[src/rtl/lcd_text_scanner.sv]
// Raster-to-text sequencer: walks the LCD pixel position, drives the character
// generator and the font ROM, and emits one RGB pixel per consumed pixel, 3 cycles later.
module lcd_text_scanner #(
  parameter int          H_PIXELS = 800,
  parameter int          V_PIXELS = 480,
  parameter int          CHAR_W   = 8,
  parameter int          CHAR_H   = 8,
  parameter logic [23:0] FG_COLOR = 24'hFFFFFF,
  parameter logic [23:0] BG_COLOR = 24'h000000
) (
  input  logic        clock,
  input  logic        reset_n,
  input  logic        frame_start,
  input  logic        pixel_req,
  output logic [6:0]  column,
  output logic [5:0]  row,
  input  logic [6:0]  character,
  output logic [9:0]  font_addr,
  input  logic [7:0]  font_data,
  output logic        pixel_valid,
  output logic [23:0] pixel_rgb,
  output logic        sync_error
);
  localparam int STAGES = 3;

  logic [9:0]        x, eff_x, nxt_x;
  logic [8:0]        y, eff_y, nxt_y;
  logic              origin_ok, overrun;
  logic [STAGES:1]   vld_pipe;
  logic [6:0]        s1_char;
  logic [2:0]        s1_grow, s1_bit, s2_bit;

  // frame_start makes the current cycle's pixel (0,0) regardless of the counters
  always_comb begin
    eff_x  = frame_start ? '0 : x;
    eff_y  = frame_start ? '0 : y;
    column = 7'(eff_x / CHAR_W);
    row    = 6'(eff_y / CHAR_H);
    nxt_x  = x;
    nxt_y  = y;
    if (pixel_req) begin
      if (eff_x == 10'(H_PIXELS - 1)) begin
        nxt_x = '0;
        nxt_y = (eff_y == 9'(V_PIXELS - 1)) ? '0 : eff_y + 9'd1;
      end else begin
        nxt_x = eff_x + 10'd1;
        nxt_y = eff_y;
      end
    end else if (frame_start) begin
      nxt_x = '0;
      nxt_y = '0;
    end
  end

  // origin_ok: counters sit at (0,0) because of reset/frame_start, not a wrap
  assign overrun = pixel_req && !frame_start && !origin_ok && (x == '0) && (y == '0);

  always_ff @(posedge clock or negedge reset_n) begin
    if (!reset_n) begin
      x          <= '0;
      y          <= '0;
      origin_ok  <= 1'b1;
      sync_error <= 1'b0;
    end else begin
      x <= nxt_x;
      y <= nxt_y;
      if (pixel_req)        origin_ok <= 1'b0;
      else if (frame_start) origin_ok <= 1'b1;
      if (frame_start)      sync_error <= 1'b0;
      else if (overrun)     sync_error <= 1'b1;
    end
  end

  always_ff @(posedge clock or negedge reset_n) begin
    if (!reset_n) begin
      vld_pipe  <= '0;
      s1_char   <= '0;
      s1_grow   <= '0;
      s1_bit    <= '0;
      s2_bit    <= '0;
      pixel_rgb <= '0;
    end else begin
      vld_pipe <= {vld_pipe[STAGES-1:1], pixel_req};
      if (pixel_req) begin
        s1_char <= character;
        s1_grow <= 3'(eff_y % CHAR_H);
        s1_bit  <= 3'(eff_x % CHAR_W);
      end
      s2_bit <= s1_bit;
      if (vld_pipe[2])
        pixel_rgb <= font_data[3'd7 - s2_bit] ? FG_COLOR : BG_COLOR;
    end
  end

  assign font_addr   = {s1_char, s1_grow};
  assign pixel_valid = vld_pipe[STAGES];
endmodule
[config.mk]
export PLATFORM = sky130hd
export DESIGN_NAME = lcd_text_scanner
export DESIGN_NICKNAME = d
export VERILOG_FILES = /design/src/rtl/lcd_text_scanner.sv
export SDC_FILE = /design/constraint.sdc
export NUM_CORES = 1
export LEC_CHECK = 0
export BUFFER_PORTS_ARGS = -buffer_cell sky130_fd_sc_hd__buf_2
export CAP_MARGIN = 0
export CORE_MARGIN = 8
export CORE_UTILIZATION = 35
export DETAILED_ROUTE_END_ITERATION = 8
export SLEW_MARGIN = 0
export SYNTH_ARGS = -nofsm -noshare
export SYNTH_HDL_FRONTEND = slang
export SYNTH_SLANG_ARGS = --single-unit
[constraint.sdc]
create_clock -name clock -period 2.2 [get_ports clock]
set_input_delay 0.11 -clock clock [delete_from_list [all_inputs] [get_ports clock]]
set_output_delay 0.11 -clock clock [all_outputs]
set_load 0.01 [all_outputs]
==> results.md <==
- At the worst endpoint, the arrival time is 2.23 ns.
- The cell chosen for the clock root is clkbuf_8.
- Summing every instance area after synthesis gives 2210 um^2.
- The floorplan step defined a die boundary enclosing 9112 um^2.
- The total routing resource utilization after global routing is 10.87%.
- The clock sink count is 41.
- Once layout is complete, the cells apart from fillers number 327.
- For the final routed database, the setup TNS stands at 0 ns.
- In this run the deepest clock path goes through 2 buffers.
- The fraction of final layout cells with drive strength greater than 1 is 40.40%.
- The top-level I/O count is 68.
- The final hold violation count is 0.
- At the pin with the least slew margin, the transition time is 0.9122 ns.
- The first detailed-routing pass took 4 iterations.
- In this run the most critical hold path is launched from character[5].
- The primary flip-flop cell chosen by synthesis mapping is dfrtp_1.
- The number of placed instances, taps included, is 318.
- The number of buffers inserted to repair setup after CTS is 0.
- The maximum clock rate is 488.2 MHz.
- The maximum level of the CTS H-tree is 2.
- The share of the Yosys chip area taken by registers is 46.49%.
- The worst clock skew is 0.006636 ns.
- Port buffering added 67 buffers.
- The most critical setup path has its startpoint at x[0].
- The top cell type by total area after synthesis is dfrtp_1.
- The worst vdd rail ir drop is 0.2940 mV.
- The synthesized area per cell is 10.47 um^2.
- Clock-pin slew was measured on the worst setup and hold paths at 0.08 ns.
- For this design the static power due to leakage is 1.232 nW.
- The number of register bits inferred by synthesis is 41.
- The top cell type by area accounts for 45.30% of the synthesized area.
- The overall die width is 95.46 um.
- Routability-driven placement finished with a final weighted congestion of 0.8205.
- The kind of cell with the highest combined delay along the critical path is simple AND/OR/NAND/NOR gates.
- The wire length per cell is 15.01 um.
- At the end of the flow, the number of nets in the layout was 270.
- The number of buffers inserted during clock tree synthesis is 5.
- The power density of the placed cells is 662.6 nW/um^2.
- For the worst setup path, the data required time is 2.38 ns.
- Row generation in the floorplan step produced 29 rows.
- The relative max-transition margin is 39.18%.
- The simple-gate portion of the synthesized area is 20.10%.
- After technology mapping, the gate count stands at 211.
- The critical register-to-register path startpoint is x[0].
- Compared with the post-synthesis result, the final layout area differs by 14.33%.
- Summing over every cut layer, the via total after detailed routing is 1608.
- Measured against the total synthesized area, the mux share comes to 9.570%.
- The type of the tightest min-delay check is input port to register.
- The category of the most critical setup path is register to register.
- The final-report setup violation count is 0.
- The synthesized netlist devotes 1.133% of its cell area to adder and majority cells.
- The total area inside the core boundary comes to 6241 um^2.
- The total cell area at the placement stage is 2382 um^2.
- The number of DRC markers after the initial detailed-route iteration is 97.
- Setup repair after global routing left no endpoint under its margin.
- The latest clock arrival within the worst-skew pair is 0.29 ns.
- The run finished with clean final reports.
- Across the run, the number of max-cap violations was 0.
- The post-synthesis compound-gate area fraction is 4.757%.
- The overall overflow remaining after global route is 0.
- The cell type of the slowest stage on the worst timing path is or4_4.
- The final antenna-violating net count is 0.
- With fillers left out, the area of the finished cells amounts to 2526 um^2.
- The repair_antennas step left the layout with diodes totalling 0.
- By area the synthesized netlist is led by dfrtp_1 (45%), buf_4 (12%), mux2_2 (6.6%).
- After legalization and detailed placement, the total HPWL measured 3.669 mm.
- After layout, the worst setup slack is 0.1516 ns.
- The maximum net fanout on the critical path is 7.
- The largest family of logic cells by synthesized area is simple AND/OR/NAND/NOR gates.
- The synthesized design contains 0 enable-type register cells.
- The initial antenna violation count is 0.
- TritonCTS built the clock tree.
- The worst setup path is captured at a register.
- STA classifies the critical path startpoint as a register.
- The netlist uses 38 different library cells.
- The largest stage delay on the critical path is 0.58 ns.
- The count of yosys warnings during synthesis is 0.
- The post-route minimum period is 2.048 ns.
- The floorplan step set the die height to 95.46 um.
- The max-slew violation count was 0.
- In the routed layout, each cell is associated on average with a via count of 4.917.
- Timing analysis after detailed placement gives a worst setup slack of 0.08424 ns.
- When the netlist entered floorplanning its net count stood at 232.
- The via count of the first global-routing pass came to 1610.
- The starting density of the core is 35.40%.
- The detailed-route DRC error count is 0.
- The maximum number of pins on one net before global-route repair is 42.
- The final cycle utilization of the critical path is 93.11%.
- In the synthesized netlist the async set-or-reset flop fraction comes to 100.0%.
- Together, buffers and inverters on the worst path number 1.
- Walking the worst path, the cells encountered are nor2b_4 -> ha_2 -> nand4_1 -> or4_4 -> buf_4 -> o41ai_1.
- The total wire length after detailed routing is 4.907 mm.
- After Yosys synthesis, XOR and XNOR cells account for 3.171% of the synthesized area.
- The first global-routing pass estimated 7.852 mm of wire.
-- synth_stat cells (2+ instances only) --
master    instances
dfrtp_1          40
buf_4            36
nor2b_1          16
nand2_1          15
mux2_2           13
nand4_1           9
nor2_1            8
xnor2_1           7
inv_1             6
nand3_1           6
clkbuf_1          5
nor4_1            5
o21ai_0           5
a21oi_1           3
a31oi_1           3
and4b_1           3
nand2b_1          3
and3_1            2
ha_1              2
mux2i_1           2
mux4_2            2
nor3_1            2
o22ai_1           2
o41ai_1           2
-- cells in the final DEF (no fill, tap or decap), types with 5 or more instances in the layout --
master,synthesis,layout
buf_2,0,67
buf_4,36,6
clkbuf_8,0,6
dfrtp_1,40,40
inv_1,6,6
mux2_2,13,13
nand2_1,15,15
nand3_1,6,6
nand4_1,9,9
nor2_1,8,8
nor2b_1,16,14
nor4_1,5,5
o21ai_0,5,5
xnor2_1,7,7
-- final timing paths --
path                       slack [ns]  cells past startpoint     endpoint
min in group asynchronous        0.49                      2         y[6]
setup / recovery                 0.15                      6         y[8]
max in group asynchronous        1.14                      2         x[6]
setup reg to reg                 0.15                      6         y[8]
hold / removal                   0.05                      2   s1_char[5]
hold reg to reg                  0.36                      0  vld_pipe[2]
-- through the flow --
step           hold WS [ns]  power [mW]  util, %
3_5_place_dp         0.3046       1.064    38.17
6_report            0.05237       1.674    40.48
3_3_place_gp         0.3020       1.061    38.17
2_1_floorplan       -0.1856       1.021        -
5_1_grt             0.03736       1.754    40.48
4_1_cts             0.03939       1.694    40.20
-- kinds of logic after synthesis --
group	Yosys count
buffers and inverters	49
muxes	17
and+or+nand+nor	77
AOI/OAI and AO/OA	17
adders and majority gates	2
xor gates and xnor gates	8
DFF	41
-- what timing repair did --
action	4_1_cts	5_1_grt
endpoints found under the setup margin	0	7
resized for setup	0	5
hold buffers	1	0
hold endpoints to repair	28	0
-- cell type report --
class,instances,area [um^2]
Clock buffer,7,86.33
Multi-Input combinational cell,121,873.3
Timing Repair Buffer,74,390.4
Clock inverter,1,30.03
Tap cell,77,96.34
Inverter,6,22.52
Sequential cell,41,1027
Fill cell,630,3715
-- flip-flops by register name (all words and copies together) (netlist names) --
register and cells:
x 10, s1_bit 3, s2_bit 3, y 9, vld_pipe 3, sync_error 1
s1_char 7, pixel_rgb 1, origin_ok 1, s1_grow 3
-- worst reg2reg max path, delay by kind of cell, from the launching register on --
family / cells / cell delay [ns]
AO/OA/AOI/OAI: 1 / 0.33
adder cells (fa/ha/maj): 1 / 0.20
buffers and inverters: 1 / 0.19
flip-flops: 1 / 0.38
AND/OR/NAND/NOR: 3 / 0.86
-- power by group --
group	internal (mW)	switching, mW	leakage, nW
Combinational	0.109	0.123	0.636
Sequential	0.786	0.0285	0.538
Clock	0.370	0.257	0.0585
Total	1.27	0.409	1.23
-- per-layer routing --
layer,global-route usage [%],wire (um)
met5,0,0
met4,3.841,40
met3,2.756,291
met2,17.72,2463
met1,13.64,2111
Note: power is estimated with default switching activity, not from simulation.
